`src/rtl/div_seq_if.sv`:
```
// div_seq_if: operand/result bundle for the sequential divider.
//   master : drives a, b, start; observes q, rem, busy, done, dbz
//   slave  : the divider side of the same signals
// a, b     : unsigned dividend / divisor (W bits)
// start    : operation request, sampled on the rising clock edge
// q, rem   : unsigned quotient / remainder (W bits)
// busy     : a division is in progress
// done     : q, rem and dbz hold a valid result (level)
// dbz      : divide-by-zero flag, meaningful while done is high
interface div_seq_if #(parameter int W = 8);
  logic [W-1:0] a;
  logic [W-1:0] b;
  logic         start;
  logic [W-1:0] q;
  logic [W-1:0] rem;
  logic         busy;
  logic         done;
  logic         dbz;

  modport master (output a, b, start, input q, rem, busy, done, dbz);
  modport slave  (input a, b, start, output q, rem, busy, done, dbz);
endinterface

```
`src/rtl/div_seq.sv`:
```
// div_seq: W-bit unsigned restoring divider, one quotient bit per clock.
//   clk   : rising-edge clock for all state
//   rst_n : asynchronous active-low reset, clears every register
//   bus   : div_seq_if.slave carrying a, b, start, q, rem, busy, done, dbz
// A start seen in IDLE or DONE latches the operands. A nonzero divisor
// takes W CALC cycles (busy high) before DONE; a zero divisor spends one
// quiet CALC cycle (busy low) and then reports q = all ones, rem = a, dbz = 1.
// Starts arriving during CALC are ignored.
module div_seq #(
  parameter int W = 8
) (
  input  logic      clk,
  input  logic      rst_n,
  div_seq_if.slave  bus
);

  localparam int CW = (W > 1) ? $clog2(W) : 1;

  typedef enum logic [1:0] {IDLE, CALC, DONE} state_t;

  state_t        state_q, state_d;
  logic [W-1:0]  p_q, p_d;
  logic [W-1:0]  dvd_q, dvd_d;
  logic [W-1:0]  dvs_q, dvs_d;
  logic [CW-1:0] cnt_q, cnt_d;
  logic [W-1:0]  q_q, q_d;
  logic [W-1:0]  rem_q, rem_d;
  logic          busy_q, busy_d;
  logic          done_q, done_d;
  logic          dbz_q, dbz_d;

  logic [W:0]    p_shift;
  logic          q_bit;
  logic [W-1:0]  p_step;
  logic [W-1:0]  dvd_step;

  // One restoring step. p_shift is the (W+1)-bit partial remainder; its top
  // bit set means it already exceeds any W-bit divisor. The subtraction is
  // only kept when it fits, so the low W bits of the difference are exact.
  always_comb begin
    p_shift  = {p_q, dvd_q[W-1]};
    q_bit    = p_shift[W] | (p_shift[W-1:0] >= dvs_q);
    p_step   = q_bit ? (p_shift[W-1:0] - dvs_q) : p_shift[W-1:0];
    dvd_step = {dvd_q[W-2:0], q_bit};
  end

  // Next-state logic. The dividend register doubles as the quotient: each
  // step shifts the dividend MSB out and the new quotient bit in.
  always_comb begin
    state_d = state_q;
    p_d     = p_q;
    dvd_d   = dvd_q;
    dvs_d   = dvs_q;
    cnt_d   = cnt_q;
    q_d     = q_q;
    rem_d   = rem_q;
    busy_d  = busy_q;
    done_d  = done_q;
    dbz_d   = dbz_q;

    case (state_q)
      IDLE, DONE: begin
        if (bus.start) begin
          state_d = CALC;
          dvd_d   = bus.a;
          dvs_d   = bus.b;
          p_d     = '0;
          cnt_d   = CW'(W - 1);
          q_d     = '0;
          rem_d   = '0;
          done_d  = 1'b0;
          dbz_d   = 1'b0;
          busy_d  = (bus.b != '0);
        end
      end
      CALC: begin
        if (dvs_q == '0) begin
          state_d = DONE;
          q_d     = '1;
          rem_d   = dvd_q;
          dbz_d   = 1'b1;
          done_d  = 1'b1;
          busy_d  = 1'b0;
        end else begin
          p_d   = p_step;
          dvd_d = dvd_step;
          cnt_d = cnt_q - 1'b1;
          if (cnt_q == '0) begin
            state_d = DONE;
            q_d     = dvd_step;
            rem_d   = p_step;
            done_d  = 1'b1;
            busy_d  = 1'b0;
          end
        end
      end
      default: state_d = IDLE;
    endcase
  end

  always_ff @(posedge clk or negedge rst_n) begin
    if (!rst_n) begin
      state_q <= IDLE;
      p_q     <= '0;
      dvd_q   <= '0;
      dvs_q   <= '0;
      cnt_q   <= '0;
      q_q     <= '0;
      rem_q   <= '0;
      busy_q  <= 1'b0;
      done_q  <= 1'b0;
      dbz_q   <= 1'b0;
    end else begin
      state_q <= state_d;
      p_q     <= p_d;
      dvd_q   <= dvd_d;
      dvs_q   <= dvs_d;
      cnt_q   <= cnt_d;
      q_q     <= q_d;
      rem_q   <= rem_d;
      busy_q  <= busy_d;
      done_q  <= done_d;
      dbz_q   <= dbz_d;
    end
  end

  assign bus.q    = q_q;
  assign bus.rem  = rem_q;
  assign bus.busy = busy_q;
  assign bus.done = done_q;
  assign bus.dbz  = dbz_q;

endmodule

```
`src/flat_wrapper.sv`:
```
// flat-port wrapper written by rule: the top's interface ports become plain ports
module div_seq_flat 
#(
  parameter int W = 8
)
  (clk, rst_n, bus_a, bus_b, bus_start, bus_q, bus_rem, bus_busy, bus_done, bus_dbz);
  div_seq_if #(.W(W)) bus_i ();
  input  logic clk;
  input  logic rst_n;
  input wire logic [$bits(bus_i.a)-1:0] bus_a;
  input wire logic [$bits(bus_i.b)-1:0] bus_b;
  input wire logic [$bits(bus_i.start)-1:0] bus_start;
  output wire logic [$bits(bus_i.q)-1:0] bus_q;
  output wire logic [$bits(bus_i.rem)-1:0] bus_rem;
  output wire logic [$bits(bus_i.busy)-1:0] bus_busy;
  output wire logic [$bits(bus_i.done)-1:0] bus_done;
  output wire logic [$bits(bus_i.dbz)-1:0] bus_dbz;
  assign bus_i.a = bus_a;
  assign bus_i.b = bus_b;
  assign bus_i.start = bus_start;
  assign bus_q = bus_i.q;
  assign bus_rem = bus_i.rem;
  assign bus_busy = bus_i.busy;
  assign bus_done = bus_i.done;
  assign bus_dbz = bus_i.dbz;
  div_seq #(.W(W)) u_core (.clk(clk), .rst_n(rst_n), .bus(bus_i));
endmodule
```
`config.mk`:
```
export PLATFORM = sky130hd
export DESIGN_NAME = div_seq_flat
export DESIGN_NICKNAME = d
export VERILOG_FILES = /design/src/rtl/div_seq_if.sv /design/src/rtl/div_seq.sv /design/src/flat_wrapper.sv
export SDC_FILE = /design/constraint.sdc
export NUM_CORES = 1
export LEC_CHECK = 0
export CAP_MARGIN = 10
export CORE_MARGIN = 3
export CORE_UTILIZATION = 25
export CTS_CLUSTER_DIAMETER = 40
export DETAILED_ROUTE_END_ITERATION = 8
export PLACE_DENSITY = 0.47
export SLEW_MARGIN = 15
export SYNTH_ARGS = -nofsm -noshare
export SYNTH_HDL_FRONTEND = slang
export SYNTH_SLANG_ARGS = --single-unit
```
`constraint.sdc`:
```
create_clock -name clk -period 4.7 [get_ports clk]
set_input_delay 0.94 -clock clk [delete_from_list [all_inputs] [get_ports clk]]
set_output_delay 0.94 -clock clk [all_outputs]
set_load 0.02 [all_outputs]
```
* After elaboration in Yosys (flattened, before gate mapping)
Cells that the tools add are included.
Widths: inputs -> output; s select.
** Operators by class
- Muxes and demuxes :: 30
- Order comparisons :: 1
- Eq/ne operators :: 6
- Reductions and logical operators :: 11
- Bitwise operators :: 1
- Add/sub/neg operators :: 2
** Operators with widths (count)
- $mux 8 :: 9
- $pmux 8 s2 :: 4
- $reduce_and 3->1 :: 3
- $ge 8x8->1 :: 1
- $logic_not 8->1 :: 1
- $reduce_bool 8->1 :: 1
- $sub 8x8->8 :: 1
- $mux 1 :: 7
- $mux 2 :: 3
- $mux 3 :: 2
- $pmux 1 s2 :: 3
- $pmux 3 s2 :: 1
- $ne 2x2->1 const B :: 2
- $pmux 2 s2 :: 1
- $reduce_and 2->1 :: 2
- $logic_not 3->1 :: 1
- $ne 3x1->1 const B :: 1
- $sub 3x1->3 const B :: 1
- $eq 2x1->1 const B :: 1
- $eq 2x2->1 const B :: 1
- $logic_not 2->1 :: 1
- $ne 2x1->1 const B :: 1
- $reduce_bool 2->1 :: 1
- $reduce_or 2->1 :: 1
- $or 1x1->1 :: 1
** Storage, ports and cells
- Word-level logic and storage cells :: 61
- Bits in registers :: 48
- Output and inout port bits :: 19

* Depth between registers and ports, before layout
- Depth in word-level cells :: 6
- Gate-level depth with buffers :: 9
- Depth with buffers taken out :: 9

* Least setup slack after synthesis
No wires, ideal clock.
- Path type :: reg2reg
- Start point :: reg u_core.dvd_q[7]
- End point :: reg u_core.rem_q[0] (netlist: u_core.bus.rem[0])
- Setup time :: 0.125 ns
- Slack :: 2.502 ns
- Clock period less this slack :: 2.198 ns
- Buffers on the path :: 0
- Required time :: 4.575 ns
- Stages on the path, launching flop included :: 10
- Arrival time :: 2.073 ns
- Cells stage by stage :: dfrtp_1 inv_1 ha_1 fa_1 nand2b_2 a21oi_2 o21ai_2 a21boi_1 o31ai_1 mux2_2
** On the way
- Word-level cells in the longest chain between the ends :: 6
- Elaborated cells on any way between the ends :: 7
- Those cells by class :: add/sub (1); order compare (1); mux (4); bitwise (1)
** RTL lines
- start, declared :: RTL line div_seq.sv:23 : logic [W-1:0] dvd_q, dvd_d;
- start signal, assigned :: RTL line div_seq.sv:116 : dvd_q <= dvd_d;
- $ge 8x8->1 :: RTL line div_seq.sv:42 : q_bit = p_shift[W] | (p_shift[W-1:0] >= dvs_q);
- $or 1x1->1 :: RTL line div_seq.sv:42
- $mux 8 * :: RTL line div_seq.sv:43 : p_step = q_bit ? (p_shift[W-1:0] - dvs_q) : p_shift[W-1:0];
- $mux 8 * :: RTL line div_seq.sv:88 : if (cnt_q == '0) begin
- $mux 8 * :: RTL line div_seq.sv:77 : if (dvs_q == '0) begin
- $pmux 8 s2 * :: RTL line div_seq.sv:61 : case (state_q)
- end signal, assigned :: RTL line div_seq.sv:120 : rem_q <= rem_d;
- end, declared :: RTL line div_seq.sv:27 : logic [W-1:0] rem_q, rem_d;
Mark *: on every way between the ends. The rest lies on a longest branch, timed or not. The select of a mux whose other input is x is not followed.
A chain may end at the register's enable or synchronous reset.

* Final worst setup path
- Start point :: reg u_core.dvd_q[7]
- End point :: reg u_core.rem_q[1] (netlist: u_core.bus.rem[1])
The elaborated chain is that of the path after synthesis.

==> impl_metrics.yaml <==
clock_tree:
  clock_path_buffers: 2
  cts_hold_buf: 0
  clkTransAtPathRegs_ns: 0.10
  htreeDepth: 2
  cts_tree: "done"
  cts_resized: 0
  cts_sinks: 48
  post_cts_buffers: 0
  clockRootBuffer: "clkbuf_8"
  clock_latency_ns: 0.31
  cts_buffers: 5
setup_path:
  cp-end-kind: "register"
  crit_path_max_fanout: 8
  crit_arrival_ns: 2.70
  cp.required_ns: 4.90
  startpoint_type: "register"
  crit_type: "register to register"
  ff2ff_path_depth: 9
logic_synthesis:
  synth_top_area_cell: "dfrtp_1"
  syn_area_sq_um: 2589
  synthTopCellsByArea: "dfrtp_1 (46%), nand2_1 (6.8%), ha_1 (4.8%)"
  ys_ff_latch: 48
  synthDistinctLibCells: 53
  synthCells: 283
  syn_nets: 313
  avgSynthCellArea_sq_um: 9.147
  synth.top_cell.area_share_pct: 46.40
  ys_seq_area_share_pct: 46.40
  yosysWarnings: 0
timing:
  setup-violations-final: 0
  finalCriticalPeriod_ns: 2.500
  setup-tns-final_ns: 0
  max_slew_margin_pct: 48.99
  tightest_slew_ns: 0.7651
  skew_ns: 0.009444
  timing.fmax_mhz: 400.0
  hold_viol: 0
  slew_violations: 0
  final.period_utilization_pct: 53.19
  rsz0062_at_grt: "no"
grt:
  antenna_found_initial: 0
  grt_pass1_wl_mm: 11.57
  grt_max_degree: 49
  grtUsageTotal_pct: 12.73
  overflow: 0
  grt_pass1_vias: 2245
drt:
  first_iter_violations: 102
  dr_total_vias: 2191
  vias_per_cell: 4.847
  drt-wirelength-per-cell_um: 15.46
  drcViolationCount: 0
  routed_wl_mm: 6.990
  drt_pre_antenna_iters: 4
  ant_nets: 0
job:
  drv_cap: 0
die:
  start_util_pct: 26.12
  dieArea_sq_um: 11610
  core_region_area_sq_um: 9910
  io_pins: 38
  die_h_um: 107.8
  die_x_um: 107.8
  rows: 36
layout:
  fin_cells: 452
  area_growth_pct: 23.68
  diodes: 0
  seq_area_sq_um: 1201
  drive_gt1_share_pct: 9.718
  nets: 348
  multi_input_area_sq_um: 1269
  fillCellCount: 1067
placement:
  placed_cells: 444
  gp_congestion: 0.7911
  hpwl_mm: 5.185
  numPortBuffers: 37
pwr:
  power.density_nw_per_um2: 852.2
  ir_worst_vdd_mv: 0.3985
  power_leakage_nw: 1.374
run_status:
  outcome: "complete, no violations"
min_path:
  hold_path.class: "register to register"
  hold_depth: 1
-- kinds of logic (layout without fill, tap and decap cells) --
| kind of cell | after synthesis | count (layout) | share of synthesized area (%) |
|---|---|---|---|
| compound gates | 90 | 90 | 22.57 |
| xor+xnor | 1 | 1 | 0.3384 |
| fa+ha+maj | 11 | 11 | 5.607 |
| buf+inv | 28 | 64 | 4.592 |
| flops | 48 | 48 | 46.40 |
| mux | 4 | 4 | 1.643 |
| simple gates | 101 | 101 | 18.85 |
-- synth_stat cells (all sizes together) --
cell,n
a211o,1
a211oi,5
a21boi,2
a21o,2
a21oi,18
a22oi,2
a31oi,12
a32oi,1
a41oi,1
and2,2
and2b,1
and3,1
buf,4
clkbuf,7
dfrtp,48
fa,1
ha,10
inv,17
mux2,2
mux2i,2
nand2,51
nand2b,6
nand3,5
nand4,1
nor2,21
nor2b,1
nor3,6
nor4,4
o211a,2
o21a,3
o21ai,34
o31a,1
o31ai,2
o32ai,3
o41ai,1
or3,2
xor2,1
-- critical path, stage by stage (launching register included) --
cell and delay (ns):
dfrtp_1 0.41, inv_1 0.09, ha_1 0.21, fa_1 0.45, nand2b_2 0.21, a21oi_2 0.21, o21ai_2 0.17, a21boi_1 0.25
o31ai_1 0.12, mux2_2 0.28
-- layout by cell type (no fill, tap or decap), types with 6 or more instances in the layout --
cell             count
a31oi_1             12
clkdlybuf4s50_1     36
nor2_1              20
clkbuf_8             6
o21ai_1             22
dfrtp_1             48
o21ai_0             10
nand2_1             47
inv_1               17
ha_1                10
a21oi_1             17
-- stage by stage --
stage / util (%) / hold WS [ns] / setup WS, ns / area [sq um] / power (W)
2_1_floorplan: - / 0.4396 / 2.502 / 2589 / 0.001936
3_3_place_gp: 31.09 / 0.4698 / 1.969 / 3080 / 0.002404
3_5_place_dp: 31.09 / 0.4682 / 1.909 / 3080 / 0.002425
4_1_cts: 32.31 / 0.4806 / 2.212 / 3202 / 0.002761
5_1_grt: 32.31 / 0.5159 / 2.067 / 3202 / 0.003004
6_report: 32.31 / 0.4739 / 2.200 / 3202 / 0.002728
-- per-layer routing --
| metal | vias up | share of wire, % | track usage (%) | wire length, um |
|---|---|---|---|---|
| met3 | 9 | 3.1 | 2.400 | 218 |
| met5 | - | 0 | 0 | 0 |
| met1 | 1073 | 48 | 17.68 | 3325 |
| met4 | 0 | 1.8 | 3.607 | 126 |
| met2 | 35 | 47 | 20.20 | 3319 |
| li1 | 1074 | - | - | - |
-- final cells by class --
cell class                 instances  area share [%]
clock buffer                       6           2.579
multi-input combinational        207           39.62
sequential                        48           37.51
inverter                          17           1.993
tap                              133           5.197
clock inverter                     2           1.211
timing repair buffer              39           11.88
-- where the power goes --
part | switching [W] | internal, W
clock | 0.000148 | 0.000174
combinational | 0.000969 | 0.000657
sequential | 0.000161 | 0.000620
total | 0.00128 | 0.00145
-- worst paths after layout --
kind,end,from,slack (ns)
min reg2reg,u_core.cnt_q[0]$_DFFE_PN0P_,u_core.cnt_q[0]$_DFFE_PN0P_,0.47
max reg2reg,u_core.bus.rem[1]$_DFFE_PN0P_,u_core.dvd_q[7]$_DFFE_PN0P_,2.20
max in group asynchronous,u_core.bus.busy$_DFFE_PN0P_,rst_n,3.54
min,u_core.cnt_q[0]$_DFFE_PN0P_,u_core.cnt_q[0]$_DFFE_PN0P_,0.47
max,u_core.bus.rem[1]$_DFFE_PN0P_,u_core.dvd_q[7]$_DFFE_PN0P_,2.20
min in group asynchronous,u_core.bus.q[3]$_DFFE_PN0P_,rst_n,0.73
-- sequential cells by signal, indices dropped and copies added (netlist names) --
| register | cells |
|---|---|
| u_core.dvd_q | 8 |
| u_core.bus.rem | 8 |
| u_core.dvs_q | 8 |
| u_core.bus.done | 1 |
| u_core.cnt_q | 3 |
| u_core.bus.busy | 1 |
| u_core.state_q | 2 |
| u_core.p_q | 8 |
| u_core.bus.q | 8 |
| u_core.bus.dbz | 1 |
Note: power is estimated with default switching activity, not from simulation.
